[config.mk]
export PLATFORM = sky130hd
export DESIGN_NAME = hazard_ctrl
export DESIGN_NICKNAME = d
export VERILOG_FILES = /design/src/rtl/hazard_ctrl.sv
export SDC_FILE = /design/constraint.sdc
export NUM_CORES = 1
export LEC_CHECK = 0
export ABC_CLOCK_PERIOD_IN_PS = 4900
export CORE_ASPECT_RATIO = 0.9
export CORE_UTILIZATION = 50
export DETAILED_ROUTE_END_ITERATION = 16
export PLACE_DENSITY_LB_ADDON = 0.3
export SYNTH_ARGS = -nofsm -noshare
export SYNTH_HDL_FRONTEND = slang
export SYNTH_SLANG_ARGS = --single-unit
[constraint.sdc]
create_clock -name clk -period 4.9 [get_ports clk]
set_input_delay 0.49 -clock clk [delete_from_list [all_inputs] [get_ports clk]]
set_output_delay 0.49 -clock clk [all_outputs]
set_load 0.02 [all_outputs]
[src/rtl/hazard_ctrl.sv]
// hazard_ctrl: stall and forwarding control for the 5-stage MIPS pipeline (F/D/E/M/W).
// Optional feature macro HAZARD_MD_EN: mult/div decode, busy counter and md stalls.
module hazard_ctrl #(
  parameter int MULT_CYC = 5,
  parameter int DIV_CYC  = 10
) (
  input  logic        clk,
  input  logic        reset,
  input  logic [31:0] D_instr,
  output logic        stall,
  output logic [1:0]  fwd_D_rs,
  output logic [1:0]  fwd_D_rt,
  output logic [1:0]  fwd_E_rs,
  output logic [1:0]  fwd_E_rt,
  output logic [1:0]  fwd_M_rt,
  output logic        md_busy
);
  localparam logic [5:0] OP_RTYPE = 6'h00;
  localparam logic [5:0] OP_JAL   = 6'h03;
  localparam logic [5:0] OP_BEQ   = 6'h04;
  localparam logic [5:0] OP_ORI   = 6'h0d;
  localparam logic [5:0] OP_LUI   = 6'h0f;
  localparam logic [5:0] OP_LW    = 6'h23;
  localparam logic [5:0] OP_SW    = 6'h2b;
  localparam logic [5:0] FN_JR    = 6'h08;
  localparam logic [5:0] FN_ADDU  = 6'h21;
  localparam logic [5:0] FN_SUBU  = 6'h23;
  localparam logic [1:0] TUSE_NONE = 2'd3;

  logic [5:0] op, fn;
  logic [4:0] rs, rt, rd;
  assign op = D_instr[31:26];
  assign rs = D_instr[25:21];
  assign rt = D_instr[20:16];
  assign rd = D_instr[15:11];
  assign fn = D_instr[5:0];

  logic [4:0] d_a3;
  logic [1:0] d_tnew, rs_tuse, rt_tuse;
  logic       md_stall;

`ifdef HAZARD_MD_EN
  localparam logic [5:0] FN_MFHI  = 6'h10;
  localparam logic [5:0] FN_MTHI  = 6'h11;
  localparam logic [5:0] FN_MFLO  = 6'h12;
  localparam logic [5:0] FN_MTLO  = 6'h13;
  localparam logic [5:0] FN_MULT  = 6'h18;
  localparam logic [5:0] FN_MULTU = 6'h19;
  localparam logic [5:0] FN_DIV   = 6'h1a;
  localparam logic [5:0] FN_DIVU  = 6'h1b;
  localparam logic [1:0] MD_NONE  = 2'd0;
  localparam logic [1:0] MD_MULT  = 2'd1;
  localparam logic [1:0] MD_DIV   = 2'd2;
  localparam int CNT_W = $clog2(((DIV_CYC > MULT_CYC) ? DIV_CYC : MULT_CYC) + 1);

  logic             d_md_op;
  logic [1:0]       d_md_start, e_md_d, e_md_q;
  logic [CNT_W-1:0] md_cnt_d, md_cnt_q;
`endif

  always_comb begin : decode
    d_a3    = 5'd0;
    d_tnew  = 2'd0;
    rs_tuse = TUSE_NONE;
    rt_tuse = TUSE_NONE;
`ifdef HAZARD_MD_EN
    d_md_op    = 1'b0;
    d_md_start = MD_NONE;
`endif
    case (op)
      OP_RTYPE: begin
        case (fn)
          FN_ADDU, FN_SUBU: begin
            rs_tuse = 2'd1; rt_tuse = 2'd1; d_a3 = rd; d_tnew = 2'd1;
          end
          FN_JR: rs_tuse = 2'd0;
`ifdef HAZARD_MD_EN
          FN_MULT, FN_MULTU: begin
            rs_tuse = 2'd1; rt_tuse = 2'd1; d_md_op = 1'b1; d_md_start = MD_MULT;
          end
          FN_DIV, FN_DIVU: begin
            rs_tuse = 2'd1; rt_tuse = 2'd1; d_md_op = 1'b1; d_md_start = MD_DIV;
          end
          FN_MFHI, FN_MFLO: begin
            d_a3 = rd; d_tnew = 2'd1; d_md_op = 1'b1;
          end
          FN_MTHI, FN_MTLO: begin
            rs_tuse = 2'd1; d_md_op = 1'b1;
          end
`endif
          default: ;
        endcase
      end
      OP_ORI: begin rs_tuse = 2'd1; d_a3 = rt; d_tnew = 2'd1; end
      OP_LUI: begin d_a3 = rt; d_tnew = 2'd1; end
      OP_LW:  begin rs_tuse = 2'd1; d_a3 = rt; d_tnew = 2'd2; end
      OP_SW:  begin rs_tuse = 2'd1; rt_tuse = 2'd2; end
      OP_BEQ: begin rs_tuse = 2'd0; rt_tuse = 2'd0; end
      OP_JAL: begin d_a3 = 5'd31; d_tnew = 2'd0; end
      default: ;
    endcase
  end

  logic [4:0] e_a3_d, e_a3_q, e_rs_d, e_rs_q, e_rt_d, e_rt_q;
  logic [1:0] e_tnew_d, e_tnew_q;
  logic [4:0] m_a3_d, m_a3_q, m_rt_d, m_rt_q, w_a3_d, w_a3_q;
  logic [1:0] m_tnew_d, m_tnew_q;

  function automatic logic hazard(input logic [4:0] src, input logic [1:0] tuse,
                                  input logic [4:0] e_a3, input logic [1:0] e_tnew,
                                  input logic [4:0] m_a3, input logic [1:0] m_tnew);
    return (tuse != TUSE_NONE) && (src != 5'd0) &&
           (((src == e_a3) && (tuse < e_tnew)) || ((src == m_a3) && (tuse < m_tnew)));
  endfunction

  // Nearest producer wins; a producer still computing (Tnew>0) yields 0 and relies on stall.
  function automatic logic [1:0] fwd_sel(input logic [4:0] src,
                                         input logic [4:0] e_a3, input logic [1:0] e_tnew,
                                         input logic [4:0] m_a3, input logic [1:0] m_tnew,
                                         input logic [4:0] w_a3);
    if (src == 5'd0) return 2'd0;
    if (src == e_a3) return (e_tnew == 2'd0) ? 2'd1 : 2'd0;
    if (src == m_a3) return (m_tnew == 2'd0) ? 2'd2 : 2'd0;
    if (src == w_a3) return 2'd3;
    return 2'd0;
  endfunction

  assign stall = hazard(rs, rs_tuse, e_a3_q, e_tnew_q, m_a3_q, m_tnew_q) |
                 hazard(rt, rt_tuse, e_a3_q, e_tnew_q, m_a3_q, m_tnew_q) |
                 md_stall;

  assign fwd_D_rs = fwd_sel(rs, e_a3_q, e_tnew_q, m_a3_q, m_tnew_q, w_a3_q);
  assign fwd_D_rt = fwd_sel(rt, e_a3_q, e_tnew_q, m_a3_q, m_tnew_q, w_a3_q);
  assign fwd_E_rs = fwd_sel(e_rs_q, 5'd0, 2'd0, m_a3_q, m_tnew_q, w_a3_q);
  assign fwd_E_rt = fwd_sel(e_rt_q, 5'd0, 2'd0, m_a3_q, m_tnew_q, w_a3_q);
  assign fwd_M_rt = fwd_sel(m_rt_q, 5'd0, 2'd0, 5'd0, 2'd0, w_a3_q);

  always_comb begin : pipe_next
    e_a3_d   = stall ? 5'd0 : d_a3;
    e_tnew_d = stall ? 2'd0 : d_tnew;
    e_rs_d   = stall ? 5'd0 : rs;
    e_rt_d   = stall ? 5'd0 : rt;
    m_a3_d   = e_a3_q;
    m_tnew_d = (e_tnew_q == 2'd0) ? 2'd0 : e_tnew_q - 2'd1;
    m_rt_d   = e_rt_q;
    w_a3_d   = m_a3_q;
  end

  // E/M/W boundary registers
  always_ff @(posedge clk) begin
    if (reset) begin
      e_a3_q   <= 5'd0;
      e_tnew_q <= 2'd0;
      e_rs_q   <= 5'd0;
      e_rt_q   <= 5'd0;
      m_a3_q   <= 5'd0;
      m_tnew_q <= 2'd0;
      m_rt_q   <= 5'd0;
      w_a3_q   <= 5'd0;
    end else begin
      e_a3_q   <= e_a3_d;
      e_tnew_q <= e_tnew_d;
      e_rs_q   <= e_rs_d;
      e_rt_q   <= e_rt_d;
      m_a3_q   <= m_a3_d;
      m_tnew_q <= m_tnew_d;
      m_rt_q   <= m_rt_d;
      w_a3_q   <= w_a3_d;
    end
  end

`ifdef HAZARD_MD_EN
  // A start sitting in E loads the counter; D-stage md ops wait until it drains.
  always_comb begin : md_next
    e_md_d = stall ? MD_NONE : d_md_start;
    if (e_md_q == MD_MULT)      md_cnt_d = CNT_W'(MULT_CYC);
    else if (e_md_q == MD_DIV)  md_cnt_d = CNT_W'(DIV_CYC);
    else if (md_cnt_q != '0)    md_cnt_d = md_cnt_q - CNT_W'(1);
    else                        md_cnt_d = md_cnt_q;
  end

  always_ff @(posedge clk) begin
    if (reset) begin
      e_md_q   <= MD_NONE;
      md_cnt_q <= '0;
    end else begin
      e_md_q   <= e_md_d;
      md_cnt_q <= md_cnt_d;
    end
  end

  assign md_busy  = (md_cnt_q != '0);
  assign md_stall = d_md_op && (md_busy || (e_md_q != MD_NONE));
`else
  logic unused_md_cfg;
  assign unused_md_cfg = ^{MULT_CYC, DIV_CYC};
  assign md_busy  = 1'b0;
  assign md_stall = 1'b0;
`endif

  logic unused_shamt;
  assign unused_shamt = ^D_instr[10:6];

endmodule

==> run_results.csv <==
group,metric,value,unit
yosys,synth_ff_type,"dfxtp_1",
grt,overflow,0,
critical_path,cp.required,4.41,ns
grt,grt_pass1_vias,1763,
placed_design,dp_slack,1.149,ns
sta,grt_setup_unrepaired,"no",
detailed_routing,drtIter0Drc,77,
yosys,synth.distinct_cells,46,
cts,clkTransAtPathRegs,0.07,ns
critical_path,start_kind,"input pin",
yosys,syn_avg_cell_area,9.037,um^2
power_and_ir_drop,p_leak,1.006,nW
yosys,synth-seq-cells,34,
floorplanning,core,0.004184,mm^2
grt,grt_pass1_wl,8.549,mm
detailed_routing,wl,4.999,mm
yosys,synth_cells,247,
cts,root_buffer,"clkbuf_8",
critical_path,crit_type,"in -> out",
grt,antenna_found_initial,0,
floorplanning,die-area,0.004736,mm^2
sta,fin_worst_skew,0.003904,ns
power_and_ir_drop,ir_worst_vdd,0.1065,mV
detailed_routing,detail_route.wl_per_cell,14.97,um
critical_path,path_buf_inv,2,
floorplanning,chipWidth,72.43,um
yosys,yosysWarnings,0,
flow_run,max_cap_violations,0,
yosys,synthesis.area,0.002232,mm^2
final_layout,drive_gt1_frac,0.1058,
floorplanning,num_rows,22,
cts,postCtsHoldBufs,0,
yosys,async_flop_share,0,
yosys,syn_nets,286,
sta,finalSetupTns,0,ns
final_layout,finalNetCount,312,
critical_path,cpMostUsedCell,"clkdlybuf4s50_1",
sta,period_needed,3.798,ns
sta,fmax,263.3,MHz
detailed_routing,vias,1826,
critical_path,max_stage_delay,0.66,ns
final_layout,layout_commonest_cell,"clkdlybuf4s50_1",
cts,ctsHtreeMaxLevel,2,
detailed_routing,vias_per_cell,5.467,
sta,hold_violations,0,
placed_design,hpwl,3.780,mm
cts,clkSinkCount,34,
critical_path,crit_chain,"clkdlybuf4s50_1, and4b_1, a211oi_1, a211o_1, ha_1, o31ai_2, a32oi_1, o32ai_4, clkdlybuf4s50_1",
power_and_ir_drop,power_density,230.0,mW/mm^2
grt,grt_max_degree,35,
sta,setup_violations,0,
yosys,ys_seq_area_frac,0.3049,
floorplanning,pin_count,46,
outcome,outcome,"completed",
hold_path,min_path_type,"reg -> reg",
critical_path,arrival,3.31,ns
sta,maxSlewViolCount,0,
critical_path,startpoint,"D_instr[28]",
sta,finalCritPeriodShare,0.7752,
cts,cts_tree,"done",
grt,grt_use_total,0.2433,
yosys,synth_top_area_frac,0.3049,
critical_path,crit_family,"buffers and inverters",
placed_design,globalplace.congestion,0.9083,
final_layout,syn_to_final_growth,19.90,%
cts,cts_buffer_depth,2,
final_layout,layout_common_cells,"clkdlybuf4s50_1, dfxtp_1, xnor2_1, xor2_1, nor2b_1",
sta,setup_slack,1.102,ns
detailed_routing,drc,0,
yosys,synth_edf_count,0,
floorplanning,die_y,65.39,um
hold_path,hp-start,"e_tnew_q[0]",
floorplanning,start_util,0.5335,
yosys,synth_top_cell_by_area,"dfxtp_1",
critical_path,crit_fanout,7,
cts,cts_setup_buffers,0,
yosys,synth_area_leaders,"dfxtp_1, xnor2_1, xor2_1, nor3_2, nor2b_1",
cts,cts_resized,0,
detailed_routing,antenna_left,0,
cts,cts_inserted_buffers,5,
cts,clock_latency,0.29,ns
detailed_routing,first_pass_iters,4,
critical_path,worstReg2RegStart,"e_a3_q[1]",
placed_design,port_buffers,39,
critical_path,cp_slowest_cell,"clkdlybuf4s50_1",
critical_path,endpoint_kind,"primary output",
final_layout,n_antenna_cell,0,
==> routing by layer <==
metal | up-vias | routed length (um) | track usage
li1 | 899 | - | -
met1 | 864 | 2367 | 0.3295
met2 | 56 | 2205 | 0.3703
met3 | 7 | 367 | 0.07209
met4 | 0 | 59 | 0.07598
met5 | - | 0 | 0
==> final cells by class <==
cell class	instances	area [um^2]
clock buffer	7	86.33
clock inverter	1	5.005
sequential	34	680.7
inverter	7	26.28
multi-input combinational	184	1398
fill	369	1508
tap	60	75.07
timing repair buffer	41	405.4
==> sequential cells by signal, indices dropped and copies added, names as in the netlist <==
name,count
m_a3_q,5
w_a3_q,5
m_rt_q,5
e_rs_q,5
e_tnew_q,2
m_tnew_q,2
e_rt_q,5
e_a3_q,5
==> cells in the mapped netlist, types with 2 or more instances <==
cell       n
buf_4      4
nor2b_1   15
nand3_1    6
xnor2_1   30
o211ai_1   2
inv_1      7
dfxtp_1   34
nand2b_1   2
a32oi_2    2
buf_6      2
o31ai_1    3
nor3b_1    8
ha_1       5
or4_1      4
nor3_1    10
nor3_2    10
a221oi_1   5
o21ai_0    2
o21ai_1    2
nor4_1     8
xor2_1    24
nand2_1    7
a21oi_1    6
nor3b_2    2
clkbuf_1  12
buf_2      3
mux2i_1    2
nor2_1    12
==> report_power, final <==
group / leakage (nW) / internal, mW / switching (mW) / total (mW)
sequential: 0.278 / 0.284 / 0.00870 / 0.293
clock: 0.0482 / 0.113 / 0.0990 / 0.212
combinational: 0.680 / 0.0584 / 0.0524 / 0.111
total: 1.01 / 0.456 / 0.160 / 0.616
==> stage by stage <==
| step | cell area, um^2 | std cells | hold slack [ns] | power, mW | utilization |
|---|---|---|---|---|---|
| floorplan | 2232 | 247 | 0.3912 | 0.3626 | - |
| global placement | 2585 | 326 | 0.4377 | 0.4074 | 0.6178 |
| detailed placement | 2585 | 326 | 0.4296 | 0.4097 | 0.6178 |
| CTS | 2676 | 334 | 0.4390 | 0.6231 | 0.6397 |
| global route | 2676 | 334 | 0.4610 | 0.6472 | 0.6397 |
| finish | 2676 | 334 | 0.4510 | 0.6157 | 0.6397 |
==> worst paths after layout <==
| path | slack, ns | end | depth (start not counted) |
|---|---|---|---|
| worst max-delay path | 1.10 | stall | 9 |
| worst min-delay path | 0.45 | m_tnew_q[0] | 1 |
| worst max register to register | 2.94 | e_rt_q[3] | 7 |
| worst min register to register | 0.45 | m_tnew_q[0] | 1 |
==> cell families (layout without fill, tap and decap cells) <==
group,count (synthesis),after routing,share of synthesized area
AO/OA/AOI/OAI,28,28,0.1054
multiplexers,2,2,0.008969
flip-flops,34,34,0.3049
XOR/XNOR,54,54,0.2119
AND/OR/NAND/NOR,94,94,0.2702
buffers and inverters,29,56,0.06894
adder cells (fa/ha/maj),5,5,0.02803
other,1,1,0.001680
Power figures use the tool's default switching activity.
